## config.mk

```make
export PLATFORM = sky130hd
export DESIGN_NAME = setare_multi_flat
export DESIGN_NICKNAME = d
export VERILOG_FILES = /design/src/rtl/setare_multi_pkg.sv /design/src/rtl/setare_multi_if.sv /design/src/rtl/setare_multi_buton_repeat.sv /design/src/rtl/setare_multi.sv /design/src/flat_wrapper.sv
export SDC_FILE = /design/constraint.sdc
export NUM_CORES = 1
export LEC_CHECK = 0
export CAP_MARGIN = 25
export CORE_AREA = 2 2 104 106
export DETAILED_ROUTE_END_ITERATION = 10
export DIE_AREA = 0 0 106 108
export MAX_ROUTING_LAYER = met4
export PLACE_DENSITY = 0.49
export SLEW_MARGIN = 15
export SYNTH_ARGS = -nofsm -noshare
export SYNTH_HDL_FRONTEND = slang
export SYNTH_HIERARCHICAL = 1
export SYNTH_SLANG_ARGS = --single-unit
```

## constraint.sdc

```tcl
create_clock -name clock -period 2.82 [get_ports clock]
set_clock_uncertainty 0.15 [all_clocks]
set_input_delay 0.564 -clock clock [delete_from_list [all_inputs] [get_ports clock]]
set_output_delay 0.564 -clock clock [all_outputs]
set_load 0.05 [all_outputs]
```

## src/rtl/setare_multi_pkg.sv

```systemverilog
// ============================================================================
// setare_pkg : shared state encoding and field limits for setare_multi
// Rev 1.0
// ============================================================================
`default_nettype none

package setare_pkg;
    localparam int ORE_W      = 5;
    localparam int MIN_W      = 6;
    localparam int ORE_MAX    = 23;
    localparam int MINUTE_MAX = 59;

    typedef enum logic [1:0] {
        IDLE       = 2'd0,
        SET_TIMP   = 2'd1,
        SET_ALARMA = 2'd2,
        COMMIT     = 2'd3
    } stare_t;
endpackage

`default_nettype wire

```

## src/rtl/setare_multi_if.sv

```systemverilog
// ============================================================================
// setare_multi_if : button/preload inputs and edit/strobe outputs of setare_multi
// Rev 1.0
// ============================================================================
`default_nettype none

interface setare_multi_if
    import setare_pkg::*;
#(
    parameter int NR_ALARME = 4
);
    localparam int CW = (NR_ALARME > 1) ? $clog2(NR_ALARME) : 1;

    logic             semnal_setare;
    logic             semnal_setare_a;
    logic             semnal_sel;
    logic             semnal_b1;
    logic             semnal_b2;
    logic             semnal_stop;
    logic [ORE_W-1:0] ore_crt;
    logic [MIN_W-1:0] minute_crt;
    logic [ORE_W-1:0] ore;
    logic [MIN_W-1:0] minute;
    logic [CW-1:0]    canal;
    logic             load_timp;
    logic             load_alarma;
    logic             activ;

    modport master (
        output semnal_setare, semnal_setare_a, semnal_sel, semnal_b1, semnal_b2,
               semnal_stop, ore_crt, minute_crt,
        input  ore, minute, canal, load_timp, load_alarma, activ
    );

    modport slave (
        input  semnal_setare, semnal_setare_a, semnal_sel, semnal_b1, semnal_b2,
               semnal_stop, ore_crt, minute_crt,
        output ore, minute, canal, load_timp, load_alarma, activ
    );
endinterface

`default_nettype wire

```

## src/rtl/setare_multi_buton_repeat.sv

```systemverilog
// ============================================================================
// buton_repeat : registered press edge plus hold-to-repeat pulse generator
// Rev 1.0
// ============================================================================
`default_nettype none

module buton_repeat #(
    parameter int INTARZIERE_REP = 500,
    parameter int PERIOADA_REP   = 100
) (
    input  wire logic clock,
    input  wire logic reset,
    input  wire logic buton,
    output logic      pas
);
    localparam int MAXC  = (INTARZIERE_REP > PERIOADA_REP) ? INTARZIERE_REP : PERIOADA_REP;
    localparam int CNT_W = $clog2(MAXC + 1);

    logic             r_prev;
    logic             r_rep;
    logic             r_pas;
    logic [CNT_W-1:0] r_cnt;
    logic [CNT_W-1:0] w_lim;

    // First wait the initial delay, then switch to the repeat period.
    assign w_lim = r_rep ? CNT_W'(PERIOADA_REP - 1) : CNT_W'(INTARZIERE_REP - 1);

    always_ff @(posedge clock or negedge reset) begin
        if (!reset) begin
            r_prev <= 1'b0;
            r_rep  <= 1'b0;
            r_pas  <= 1'b0;
            r_cnt  <= '0;
        end else begin
            r_prev <= buton;
            r_pas  <= 1'b0;
            if (buton && !r_prev) begin
                r_pas <= 1'b1;
                r_cnt <= '0;
                r_rep <= 1'b0;
            end else if (buton) begin
                if (r_cnt == w_lim) begin
                    r_pas <= 1'b1;
                    r_cnt <= '0;
                    r_rep <= 1'b1;
                end else begin
                    r_cnt <= r_cnt + 1'b1;
                end
            end else begin
                r_cnt <= '0;
                r_rep <= 1'b0;
            end
        end
    end

    assign pas = r_pas;
endmodule

`default_nettype wire

```

## src/rtl/setare_multi.sv

```systemverilog
// ============================================================================
// setare_multi : time/alarm hour-minute editor with commit strobes
// Optional inactivity abort: SETARE_TIMEOUT_EN.  Rev 1.0
// ============================================================================
`default_nettype none

module setare_multi
    import setare_pkg::*;
#(
    parameter int NR_ALARME      = 4,
    parameter int INTARZIERE_REP = 500,
    parameter int PERIOADA_REP   = 100,
    parameter int TIMEOUT        = 10000
) (
    input  wire logic      clock,
    input  wire logic      reset,
    setare_multi_if.slave  bus
);
    localparam int CW = (NR_ALARME > 1) ? $clog2(NR_ALARME) : 1;

    stare_t           r_stare;
    stare_t           w_next;
    logic             r_din_timp;
    logic [ORE_W-1:0] r_ore;
    logic [MIN_W-1:0] r_minute;
    logic [CW-1:0]    r_canal;
    logic             r_sel_prev, r_sel_edge, r_stop_prev, r_stop_edge;
    logic             w_pas1, w_pas2;
    logic             w_edit, w_timeout;
    logic             w_load_timp, w_load_alarma, w_activ;
    logic [ORE_W:0]   w_ore_inc;
    logic [MIN_W:0]   w_min_inc;

    buton_repeat #(.INTARZIERE_REP(INTARZIERE_REP), .PERIOADA_REP(PERIOADA_REP)) u_rep_b1 (
        .clock (clock), .reset (reset), .buton (bus.semnal_b1), .pas (w_pas1));

    buton_repeat #(.INTARZIERE_REP(INTARZIERE_REP), .PERIOADA_REP(PERIOADA_REP)) u_rep_b2 (
        .clock (clock), .reset (reset), .buton (bus.semnal_b2), .pas (w_pas2));

    always_ff @(posedge clock or negedge reset) begin
        if (!reset) begin
            r_sel_prev  <= 1'b0;
            r_sel_edge  <= 1'b0;
            r_stop_prev <= 1'b0;
            r_stop_edge <= 1'b0;
        end else begin
            r_sel_prev  <= bus.semnal_sel;
            r_sel_edge  <= bus.semnal_sel & ~r_sel_prev;
            r_stop_prev <= bus.semnal_stop;
            r_stop_edge <= bus.semnal_stop & ~r_stop_prev;
        end
    end

`ifdef SETARE_TIMEOUT_EN
    localparam int TW = $clog2(TIMEOUT + 1);
    logic [TW-1:0] r_inact;

    always_ff @(posedge clock or negedge reset) begin
        if (!reset) begin
            r_inact <= '0;
        end else if (!((r_stare == SET_TIMP) || (r_stare == SET_ALARMA)) ||
                     r_sel_edge || r_stop_edge || w_pas1 || w_pas2) begin
            r_inact <= '0;
        end else if (r_inact != TW'(TIMEOUT - 1)) begin
            r_inact <= r_inact + 1'b1;
        end
    end

    assign w_timeout = (r_inact == TW'(TIMEOUT - 1));
`else
    assign w_timeout = 1'b0;
`endif

    always_ff @(posedge clock or negedge reset) begin
        if (!reset) begin
            r_stare    <= IDLE;
            r_din_timp <= 1'b0;
        end else begin
            r_stare <= w_next;
            if (w_next == COMMIT)
                r_din_timp <= (r_stare == SET_TIMP);
        end
    end

    always_comb begin
        w_next        = r_stare;
        w_load_timp   = 1'b0;
        w_load_alarma = 1'b0;
        w_activ       = 1'b1;
        unique case (r_stare)
            IDLE: begin
                w_activ = 1'b0;
                if (bus.semnal_setare)        w_next = SET_TIMP;
                else if (bus.semnal_setare_a) w_next = SET_ALARMA;
            end
            SET_TIMP: begin
                if (!bus.semnal_setare) w_next = IDLE;
                else if (r_stop_edge)   w_next = COMMIT;
                else if (w_timeout)     w_next = IDLE;
            end
            SET_ALARMA: begin
                if (!bus.semnal_setare_a) w_next = IDLE;
                else if (r_stop_edge)     w_next = COMMIT;
                else if (w_timeout)       w_next = IDLE;
            end
            COMMIT: begin
                w_load_timp   = r_din_timp;
                w_load_alarma = ~r_din_timp;
                w_next        = IDLE;
            end
            default: w_next = IDLE;
        endcase
    end

    // Edits apply only while the state is held, so stop/abort cycles drop them.
    assign w_edit    = ((r_stare == SET_TIMP) || (r_stare == SET_ALARMA)) && (w_next == r_stare);
    assign w_ore_inc = {1'b0, r_ore} + 1'b1;
    assign w_min_inc = {1'b0, r_minute} + 1'b1;

    always_ff @(posedge clock or negedge reset) begin
        if (!reset) begin
            r_ore    <= '0;
            r_minute <= '0;
            r_canal  <= '0;
        end else if ((r_stare == IDLE) && (w_next == SET_TIMP)) begin
            r_ore    <= (bus.ore_crt > ORE_W'(ORE_MAX))       ? '0 : bus.ore_crt;
            r_minute <= (bus.minute_crt > MIN_W'(MINUTE_MAX)) ? '0 : bus.minute_crt;
        end else if (w_edit) begin
            if (w_pas1)
                r_ore <= (w_ore_inc > (ORE_W+1)'(ORE_MAX)) ? '0 : w_ore_inc[ORE_W-1:0];
            if (w_pas2)
                r_minute <= (w_min_inc > (MIN_W+1)'(MINUTE_MAX)) ? '0 : w_min_inc[MIN_W-1:0];
            if ((r_stare == SET_ALARMA) && r_sel_edge)
                r_canal <= (r_canal == CW'(NR_ALARME - 1)) ? '0 : r_canal + 1'b1;
        end
    end

    assign bus.ore         = r_ore;
    assign bus.minute      = r_minute;
    assign bus.canal       = r_canal;
    assign bus.load_timp   = w_load_timp;
    assign bus.load_alarma = w_load_alarma;
    assign bus.activ       = w_activ;
endmodule

`default_nettype wire

```

## src/flat_wrapper.sv

```systemverilog
// flat-port wrapper written by rule: the top's interface ports become plain ports
module setare_multi_flat import setare_pkg::*;
#(
    parameter int NR_ALARME      = 4,
    parameter int INTARZIERE_REP = 500,
    parameter int PERIOADA_REP   = 100,
    parameter int TIMEOUT        = 10000
)
  (clock, reset, bus_semnal_setare, bus_semnal_setare_a, bus_semnal_sel, bus_semnal_b1, bus_semnal_b2, bus_semnal_stop, bus_ore_crt, bus_minute_crt, bus_ore, bus_minute, bus_canal, bus_load_timp, bus_load_alarma, bus_activ);
  setare_multi_if #(.NR_ALARME(NR_ALARME)) bus_i ();
  input  wire logic clock;
  input  wire logic reset;
  input wire logic [$bits(bus_i.semnal_setare)-1:0] bus_semnal_setare;
  input wire logic [$bits(bus_i.semnal_setare_a)-1:0] bus_semnal_setare_a;
  input wire logic [$bits(bus_i.semnal_sel)-1:0] bus_semnal_sel;
  input wire logic [$bits(bus_i.semnal_b1)-1:0] bus_semnal_b1;
  input wire logic [$bits(bus_i.semnal_b2)-1:0] bus_semnal_b2;
  input wire logic [$bits(bus_i.semnal_stop)-1:0] bus_semnal_stop;
  input wire logic [$bits(bus_i.ore_crt)-1:0] bus_ore_crt;
  input wire logic [$bits(bus_i.minute_crt)-1:0] bus_minute_crt;
  output wire logic [$bits(bus_i.ore)-1:0] bus_ore;
  output wire logic [$bits(bus_i.minute)-1:0] bus_minute;
  output wire logic [$bits(bus_i.canal)-1:0] bus_canal;
  output wire logic [$bits(bus_i.load_timp)-1:0] bus_load_timp;
  output wire logic [$bits(bus_i.load_alarma)-1:0] bus_load_alarma;
  output wire logic [$bits(bus_i.activ)-1:0] bus_activ;
  assign bus_i.semnal_setare = bus_semnal_setare;
  assign bus_i.semnal_setare_a = bus_semnal_setare_a;
  assign bus_i.semnal_sel = bus_semnal_sel;
  assign bus_i.semnal_b1 = bus_semnal_b1;
  assign bus_i.semnal_b2 = bus_semnal_b2;
  assign bus_i.semnal_stop = bus_semnal_stop;
  assign bus_i.ore_crt = bus_ore_crt;
  assign bus_i.minute_crt = bus_minute_crt;
  assign bus_ore = bus_i.ore;
  assign bus_minute = bus_i.minute;
  assign bus_canal = bus_i.canal;
  assign bus_load_timp = bus_i.load_timp;
  assign bus_load_alarma = bus_i.load_alarma;
  assign bus_activ = bus_i.activ;
  setare_multi #(.NR_ALARME(NR_ALARME), .INTARZIERE_REP(INTARZIERE_REP), .PERIOADA_REP(PERIOADA_REP), .TIMEOUT(TIMEOUT)) u_core (.clock(clock), .reset(reset), .bus(bus_i));
endmodule
```

Yosys cells after proc, flatten, opt, wreduce, memory -nomap -nowiden

Index checks and enable logic that the tools add are counted.

Bits in registers: 44
Word-level logic and storage cells: 98

$add $sub $neg: 5
$lt $le $gt $ge: 4
Equal/unequal tests: 11
Mux-type cells: 40
Bitwise gates (word level): 6
Reduce and logical (&&, ||, !) cells: 15

Operators by type and width:

| cell                                                                   | number |
|---|---|
| 9-bit 2-to-1 mux                                                       | 8 |
| 6-bit 2-to-1 mux                                                       | 5 |
| 5-bit 2-to-1 mux                                                       | 5 |
| 9-bit by 1-bit adder with 9-bit output (second input constant)         | 2 |
| 9-bit equality test                                                    | 2 |
| 1-bit 2-to-1 mux                                                       | 15 |
| 2-bit 2-to-1 mux                                                       | 6 |
| 2-bit equality test (second input constant)                            | 4 |
| 2-bit case mux with 4 select lines                                     | 1 |
| 6-bit by 1-bit adder with 7-bit output (second input constant)         | 1 |
| 7-bit by 6-bit > comparator with 1-bit output (second input constant)  | 1 |
| 5-bit by 1-bit adder with 6-bit output (second input constant)         | 1 |
| 6-bit by 5-bit > comparator with 1-bit output (second input constant)  | 1 |
| 6-bit > comparator (second input constant)                             | 1 |
| 3-bit by 1-bit != test with 1-bit output (second input constant)       | 2 |
| 2-bit nonzero test                                                     | 3 |
| 5-bit > comparator (second input constant)                             | 1 |
| 1-bit logical AND                                                      | 5 |
| 2-bit by 1-bit equality test with 1-bit output (second input constant) | 2 |
| 1-bit inverter                                                         | 4 |
| 2-bit AND reduction                                                    | 2 |
| 3-bit AND reduction                                                    | 1 |
| 2-bit by 1-bit adder with 2-bit output (second input constant)         | 1 |
| 1-bit bitwise AND                                                      | 2 |
| other kinds (4)                                                        | 5 |

Longest topological paths before layout

Depth after elaboration: 7
Gate-level depth with buffers: 10
Gate-level depth less buffers: 8

By module

The synthesis kept the hierarchy.

Modules (own cells, without submodules):

| module       | instances | cells each | area each (µm²) |
|---|---|---|---|
| setare_multi | 1         | 172        | 1,482.7 |
| buton_repeat | 2         | 48         | 566.8 |

Worst setup path before layout

Ideal clock, no wire load.

Path kind: reg2reg
Start point: reg u_core.r_stare[0]
End point: reg u_core.r_ore[4] (netlist: u_core/bus.ore[4])
Library setup time: 0.082 ns
Data arrival time: 2.736 ns
Data required time: 2.588 ns
Setup slack: -0.148 ns
Stages on the path, launching flop included: 11
Buffers on the path: 2
Period minus slack after synthesis: 2.968 ns
Path through: dfrtp_1 -> inv_1 -> ha_1 -> buf_6 -> nand3b_1 -> and4_4 -> a2111o_1 -> or3_1 -> buf_2 -> or4_1 -> a31oi_1

Longest elaborated chain between the ends: 7
Elaborated cells between the ends (all ways): 19

Ends and longest elaborated chain:

| element                                                                               | RTL line                                                    | text |
|---|---|---|
| start: declaration                                                                    | setare_multi.sv:21                                          | `stare_t r_stare;` |
| start signal: assignment                                                              | setare_multi.sv:79                                          | `r_stare <= w_next;` |
| 2-bit 2-to-1 mux (on tied branches)                                                   | setare_multi.sv:98, setare_multi.sv:94                      |  |
| 2-bit 2-to-1 mux (on tied branches)                                                   | setare_multi.sv:102, setare_multi.sv:93, setare_multi.sv:97 |  |
| 2-bit case mux with 4 select lines                                                    | setare_multi.sv:90                                          | `unique case (r_stare)` |
| 2-bit by 1-bit equality test with 1-bit output or 2-bit equality test (tied branches) | setare_multi.sv:125, setare_multi.sv:116                    |  |
| 1-bit logical AND (on tied branches)                                                  | setare_multi.sv:125, setare_multi.sv:116                    |  |
| 2-bit nonzero test (no source line)                                                   | n/a                                                         |  |
| 2-bit AND reduction (no source line)                                                  | n/a                                                         |  |
| end signal: assignment                                                                | setare_multi.sv:126                                         | `r_ore <= (bus.ore_crt > ORE_W'(ORE_MAX)) ? '0 : bus.ore_crt;` |
| end signal: assignment                                                                | setare_multi.sv:130                                         | `r_ore <= (w_ore_inc > (ORE_W+1)'(ORE_MAX)) ? '0 : w_ore_inc[ORE_W-1:0];` |
| end: declaration                                                                      | setare_multi.sv:24                                          | `logic [ORE_W-1:0] r_ore;` |

Several ways; a longest one is shown, not always the timed one.
A chain may end at the register's enable or synchronous reset.

Worst setup path after layout

Start point: in bus_semnal_setare
End point: reg u_core.r_ore[1] (netlist: u_core/bus.ore[1])

Longest elaborated chain between the ends: 6
Elaborated cells between the ends (all ways): 11

Ends and longest elaborated chain:

| element                                                                               | RTL line                                 | text |
|---|---|---|
| start: declaration                                                                    | flat_wrapper.sv:13                       | `input wire logic [$bits(bus_i.semnal_setare)-1:0] bus_semnal_setare;` |
| 2-bit 2-to-1 mux (on tied branches)                                                   | setare_multi.sv:97, setare_multi.sv:93   |  |
| 2-bit case mux with 4 select lines *                                                  | setare_multi.sv:90                       |  |
| 2-bit by 1-bit equality test with 1-bit output or 2-bit equality test (tied branches) | setare_multi.sv:125, setare_multi.sv:116 |  |
| 1-bit logical AND (on tied branches)                                                  | setare_multi.sv:125, setare_multi.sv:116 |  |
| 2-bit nonzero test (no source line)                                                   | n/a                                      |  |
| 2-bit AND reduction (no source line)                                                  | n/a                                      |  |

Every way passes the cells marked *; elsewhere a longest branch is shown, timed or not.

==> results.md <==
Synth:
- Counting flops and latches in the post-synthesis netlist gives 44.
- The Yosys warning count is 6.
- In this run, synthesis inferred 0 flip-flops with an integrated enable.
- Sequential cells were found to cover 42.1% of the synthesized design area.
- Yosys mapped the design onto 53 distinct sky130hd cell types.
- The number of instances in the synthesized netlist is 268.
- Dividing the synthesized area by the synthesized cell count gives 9.76 µm².
- In the synthesized netlist the dominant register cell turns out to be sky130_fd_sc_hd__dfrtp_1.
- The share of flip-flops with an asynchronous set or reset is 100%.
- Counting every net in the synthesized netlist gives 299.
- The post-synth design cell area is 0.00262 mm².

Power:
- Power spread over the standard cell area amounts to 917 mW/mm².
- The internal power of the cells totals 1.77 mW.
- The net switching component of the power is 1.35 mW.
- In this run the static leakage power is 1.35 nW.
- The share of total power dissipated in sequential elements is 29.3%.
- Net switching is 43.3% of the power.
- Across the VDD grid, the largest voltage drop is 325 µV.
- The combinational power share is 54.0%.
- The clock network burns 16.6% of the power.

Routing:
- For this block, the via count after detailed routing is 2210.
- The count of TritonRoute iterations in the first routing pass is 4.
- In the routed design, unresolved DRC markers number 0.
- The wire length per cell after detailed routing is 12.9 µm.
- The number of DRC markers in iteration 0 is 149.
- Once detail routing completed, the nets flagged for antenna violations numbered 0.
- After detailed routing, the number of vias per cell comes to 4.84.
- The routed design has 5.90 mm of wire.

Clocking:
- The total CTS buffers is 5.
- The number of H-tree levels is 2.
- The number of clock sinks seen by CTS is 44.
- The master cell of the clock root buffer is sky130_fd_sc_hd__clkbuf_8.
- The clock latency at the later pin of the worst-skew pair is 0.30 ns.
- The post-CTS repair timing setup buffer count is 0.
- The number of buffers between clock root and the deepest sink is 2.
- TritonCTS built the clock tree.
- The clock-pin slew on the worst setup and hold paths is 0.09 ns.

Floorplan:
- The die is 108 µm tall.
- Pin placement for this block handled 35 I/O pins.
- The die covers 0.0114 mm².
- The initialized floorplan defines 37 standard-cell rows.
- The floorplan core area is 0.0102 mm².
- Once the floorplan was initialized, standard cells occupied 25.6% of the core.
- The width of the die is 106 µm.

Global routing:
- After global routing the overflow that remains totals 0.
- The maximum number of pins on one net before global-route repair is 45.
- The first global-routing pass estimated 10.1 mm of wire.
- Global routing used 11.3% of the available tracks across all layers.
- The initial antenna violation count came to 0.
- The via count of the first global-routing pass is 2103.

Cells and area:
- In the layout the commonest cells are sky130_fd_sc_hd__dfrtp_1, sky130_fd_sc_hd__clkdlybuf4s50_1, sky130_fd_sc_hd__o21ai_0, sky130_fd_sc_hd__nand3_1, sky130_fd_sc_hd__nand2_1.
- The finished layout holds 457 standard cells, fillers aside.
- The growth of design area from synthesis to finish is 29.7%.
- The most common cell after layout, fill and taps aside is sky130_fd_sc_hd__dfrtp_1.
- The filler cells instantiated in the layout total 1044.
- In the final layout, the share of cells above drive strength 1 is 16.5%.
- The final instance area is 0.00339 mm².
- The final layout contains 351 nets.
- 0 antenna diodes ended up in the layout.

STA:
- Setup violations remaining at the end of the flow were counted as 0.
- The actual slew at the worst max-slew pin is 0.716 ns.
- The highest clock frequency the design can meet is 0.365 GHz.
- The post-route clock period utilization is 97.2%.
- Setup repair after global routing could not meet its margin everywhere.
- The worst slew slack as a fraction of its limit is 52.3%.
- The final number of max-transition violations came to 0.
- The worst path in the final design needs a cycle of 2.74 ns, including I/O delays and setup.
- The final count of hold timing violations is 0.

Setup path:
- In this run the critical register-to-register path is launched from u_core/r_stare[0]$_DFF_PN0_.
- The worst setup path is launched from a primary input.
- For the worst setup path, the data arrival time is 2.82 ns.
- The critical path is of the in -> reg type.
- The number of cells traversed by the worst register-to-register path is 9.
- Of all nets on the critical path, the largest fanout is 7.
- The end of the worst register-to-register path is u_core/bus.ore[1]$_DFFE_PN0P_.
- The required time of the critical path is 2.90 ns.
- The element type at the critical path end is a flop.
- Setup slack on the worst reg-to-reg path comes out at 0.11 ns.

Hold path:
- The type of the tightest min-delay check is in -> async.

Placed design:
- The congestion estimate from routability-driven global placement came to 0.786.
- Counting tap cells, the placed design contains a total of 449 instances.
- The HPWL after detailed placement is 4.31 mm.
- Input and output buffers added on the ports amount to 34.
- The post-place instance area is 0.00326 mm².

Job:
- The count of maximum capacitance violations is 0.

Outcome:
- The run finished with clean final reports.
==> worst max path at each step <==
stage / from / end / slack, ns
after floorplan: u_core/r_stare[0]$_DFF_PN0_ / u_core/bus.ore[3]$_DFFE_PN0P_ / 0.007
after global placement: bus_semnal_setare_a / u_core/bus.ore[2]$_DFFE_PN0P_ / -0.32
after detailed placement: bus_semnal_setare_a / u_core/bus.ore[2]$_DFFE_PN0P_ / -0.37
after CTS: bus_semnal_setare_a / u_core/bus.ore[2]$_DFFE_PN0P_ / 0.02
after global routing: u_core/r_stare[0]$_DFF_PN0_ / u_core/bus.ore[1]$_DFFE_PN0P_ / -0.02
final: bus_semnal_setare / u_core/bus.ore[1]$_DFFE_PN0P_ / 0.08
==> area by class of cell <==
type	count	area, µm²	area share [%]
clock buffers	6	82.6	2.43
repair buffers	54	504	14.9
inverters	13	48.8	1.44
multi-input cells	202	1450	42.6
flip-flops and latches	44	1100	32.5
clock inverters	2	38.8	1.14
well taps	136	170	5.01
==> cells in the mapped netlist (2+ instances only) <==
library cell	instances	area [µm²]
sky130_fd_sc_hd__nor3b_1	3	22.5
sky130_fd_sc_hd__buf_2	2	10.0
sky130_fd_sc_hd__a21oi_1	10	50.1
sky130_fd_sc_hd__xnor2_1	4	35.0
sky130_fd_sc_hd__o31ai_1	4	30.0
sky130_fd_sc_hd__o21a_1	3	22.5
sky130_fd_sc_hd__nand4b_1	2	17.5
sky130_fd_sc_hd__nand2b_1	5	31.3
sky130_fd_sc_hd__buf_6	3	33.8
sky130_fd_sc_hd__nand4_1	4	25.0
sky130_fd_sc_hd__nand3_1	19	95.1
sky130_fd_sc_hd__ha_1	12	150
sky130_fd_sc_hd__or3_1	7	43.8
sky130_fd_sc_hd__nor4_1	2	12.5
sky130_fd_sc_hd__inv_1	13	48.8
sky130_fd_sc_hd__or2b_1	2	15.0
sky130_fd_sc_hd__nor3_1	9	45.0
sky130_fd_sc_hd__nor2b_1	4	25.0
sky130_fd_sc_hd__a211oi_1	8	60.1
sky130_fd_sc_hd__or4_1	6	45.0
sky130_fd_sc_hd__dfrtp_1	44	1100
sky130_fd_sc_hd__o21ai_0	19	95.1
sky130_fd_sc_hd__xor2_1	4	35.0
sky130_fd_sc_hd__a31oi_1	9	56.3
sky130_fd_sc_hd__o211ai_1	2	15.0
sky130_fd_sc_hd__nor2_1	8	30.0
sky130_fd_sc_hd__nand2_1	19	71.3
sky130_fd_sc_hd__a2111oi_4	2	55.1
sky130_fd_sc_hd__or4b_4	2	27.5
sky130_fd_sc_hd__nand3b_1	5	37.5
sky130_fd_sc_hd__a221oi_1	2	17.5
sky130_fd_sc_hd__mux2_2	3	33.8
sky130_fd_sc_hd__and2_1	4	25.0
sky130_fd_sc_hd__o21ba_2	2	20.0
sky130_fd_sc_hd__clkbuf_1	3	11.3
==> logic make-up (layout without fill, tap and decap cells) <==
family                   after synthesis  in the layout  synth area share (%)
AO/OA/AOI/OAI                         71             71                  19.8
buffers and inverters                 22             75                  4.26
AND/OR/NAND/NOR                      107            107                  23.8
flip-flops                            44             44                  42.1
multiplexers                           4              4                  1.67
XOR/XNOR                               8              8                  2.68
adder cells (fa/ha/maj)               12             12                  5.74
==> critical path, stage by stage <==
cell and delay, ns:
sky130_fd_sc_hd__clkdlybuf4s50_1 0.46, sky130_fd_sc_hd__a22oi_2 0.22, sky130_fd_sc_hd__nor2_1 0.09, sky130_fd_sc_hd__a2111o_1 0.44, sky130_fd_sc_hd__or3_4 0.41, sky130_fd_sc_hd__buf_6 0.14, sky130_fd_sc_hd__or3_1 0.33, sky130_fd_sc_hd__a31oi_1 0.16
==> through the flow <==
step / setup TNS (ns) / hold WS (ns) / total power [mW] / utilization [%] / setup slack, ns
2_1_floorplan: 0 / 0.118 / 2.03 / - / 0.00726
3_3_place_gp: -1.66 / 0.233 / 2.60 / 31.8 / -0.322
3_5_place_dp: -1.81 / 0.239 / 2.61 / 31.8 / -0.365
4_1_cts: 0 / 0.0854 / 3.15 / 33.1 / 0.0217
5_1_grt: -0.0189 / 0.0968 / 3.36 / 33.2 / -0.0189
6_report: 0 / 0.0763 / 3.11 / 33.2 / 0.0782
==> power groups by stage <==
stage / Combinational (mW) / Sequential, mW / Clock [mW]
global route: 1.85 / 0.946 / 0.565
CTS: 1.69 / 0.915 / 0.542
global placement: 1.67 / 0.927 / 0
finish: 1.68 / 0.913 / 0.518
floorplan: 0.898 / 1.14 / 0
detailed placement: 1.68 / 0.929 / 0
==> registers in the layout (all words and copies together), names as in the netlist <==
name / count
u_core/r_din_timp: 1
u_core/u_rep_b2/pas: 1
u_core/u_rep_b2/r_cnt: 9
u_core/u_rep_b1/r_prev: 1
u_core/u_rep_b1/r_cnt: 9
u_core/r_stop_edge: 1
u_core/bus.ore: 5
u_core/r_stop_prev: 1
u_core/r_stare: 2
u_core/r_sel_edge: 1
u_core/u_rep_b2/r_prev: 1
u_core/u_rep_b1/pas: 1
u_core/r_sel_prev: 1
u_core/bus.canal: 2
u_core/bus.minute: 6
u_core/u_rep_b1/r_rep: 1
u_core/u_rep_b2/r_rep: 1
==> metal layers <==
layer / vias to the layer above / GRT usage [%] / part of all wire (%)
met5: - / - / 0
met4: 0 / 3.38 / 1.2
met3: 5 / 2.23 / 3.9
met2: 28 / 18.9 / 49
met1: 1073 / 13.9 / 46
li1: 1104 / - / -
==> repair_timing <==
action / CTS / global route
gates resized for setup: 1 / 3
hold buffers: 0 / 0
pin swaps: 1 / 5
endpoints found under the hold margin: 0 / 0
setup endpoints to repair: 4 / 4
Note: power is estimated with default switching activity, not from simulation.
==> variant, RTL diff (config.mk and constraints unchanged) <==
Re-encode `stare_t` (4 values) as one-hot, 4 bits wide.
--- a/src/rtl/setare_multi_pkg.sv
+++ b/src/rtl/setare_multi_pkg.sv
@@ -12,7 +12,7 @@
 
-    typedef enum logic [1:0] {
-        IDLE       = 2'd0,
-        SET_TIMP   = 2'd1,
-        SET_ALARMA = 2'd2,
-        COMMIT     = 2'd3
+    typedef enum logic [3:0] {
+        IDLE       = 4'b0001,
+        SET_TIMP   = 4'b0010,
+        SET_ALARMA = 4'b0100,
+        COMMIT     = 4'b1000
     } stare_t;
Behaviour: same outputs for any inputs over 10 cycles, from zero or initial values and one cycle with reset low; not proved beyond that.
==> variant against the unedited design <==
Fmax is 3.8% higher. Cell count is 5.7% lower. Worst hold slack better by 0.12 ns. Power is 12% lower. Sequential power is 6.6% higher. Sequential cell count is 2 higher. Global-route usage is 0.28 points lower. Routed wire length is 1.6% higher. Area after synthesis is 1.8% higher. Count of clock-buffer cells in the layout is 1 higher. Final area is 5.4% lower. Register-to-register slack better by 0.50 ns. Worst setup slack better by 0.10 ns. Critical path type is now reg2out. Highest routed layer unchanged.
==> variant: results (changes against the unedited design) <==
cp-startpoint: "u_core/r_stare[1]$_DFF_PN0_"
status: "complete, no violations"
layout-drive-gt1-share: 0.1017  # -0.06341
grt_max_degree: 47  # +4.4%
gp_congestion: 0.8447  # +7.5%
met3_usage: 0.02170  # -0.0006028
cp_slowest_stage_delay_ns: 0.80  # +0.34 ns
vias_per_cell: 5.086  # +5.2%
finalHoldWorstSlack_ns: 0.1984  # +0.1221 ns
grt_use_total: 0.1103  # -0.002820
yosysSeqAreaShare: 0.4328  # +0.01195
crit-reg2reg-launch: "u_core/bus.minute[0]$_DFFE_PN0P_"
wire_per_inst_um: 13.91  # +7.7%
instances_no_fill: 431  # -5.7%
nets: 320  # -8.8%
rrSetupSlack_ns: 0.61  # +0.50 ns
ff2ff_path_depth: 6  # -3
dpl_cell_area_mm2: 0.003103  # -4.8%
avgSynthCellArea_um2: 10.24  # +4.9%
wl_met3_um: 208  # -10%
synth_area_leaders: "dfrtp_1 42%, ha_1 3.3%, nand2_1 3.1%, a21oi_1 2.4%, nor3_1 2.3%"
post_cts_resized: 0  # -1
r2r_end: "u_core/bus.minute[0]$_DFFE_PN0P_"
grt_first_pass_wirelength_mm: 9.991  # -1.4%
synthTopCellsByCount: "45 x dfrtp_1, 22 x nand2_1, 14 x inv_1"
synthesis.nets: 286  # -4.3%
met2_length_mm: 2.800  # -2.4%
powerDensity_mw_per_mm2: 848.3  # -7.5%
## variant: cell types whose count changed after synthesis, moves of 4 or more
cell and change:
a32oi_1 +5, o21ai_0 -8, ha_1 -5, a31oi_1 -6
nand3_1 -8, o22ai_1 +4
## variant: cell families (layout without fill, tap and decap cells)
| family | after synthesis | in the layout | synth area share |
|---|---|---|---|
| xor gates and xnor gates | 6 | 6 | 0.01974 |
| muxes | 3 | 3 | 0.01222 |
| AOI/OAI and AO/OA | 74 | 74 | 0.2147 |
| and+or+nand+nor | 101 | 101 | 0.2364 |
| buffers and inverters | 23 | 58 | 0.05122 |
| adders and majority gates | 7 | 7 | 0.03289 |
| DFF | 46 | 46 | 0.4328 |
## variant: final cells by class
| class | instances | area (µm²) |
|---|---|---|
| clock inverter | 1 | 30.03 |
| sequential | 46 | 1152 |
| inverter | 14 | 52.55 |
| multi-input combinational | 191 | 1380 |
| timing repair buffer | 36 | 350.3 |
| fill | 1043 | 7019 |
| clock buffer | 7 | 76.32 |
| tap | 136 | 170.2 |
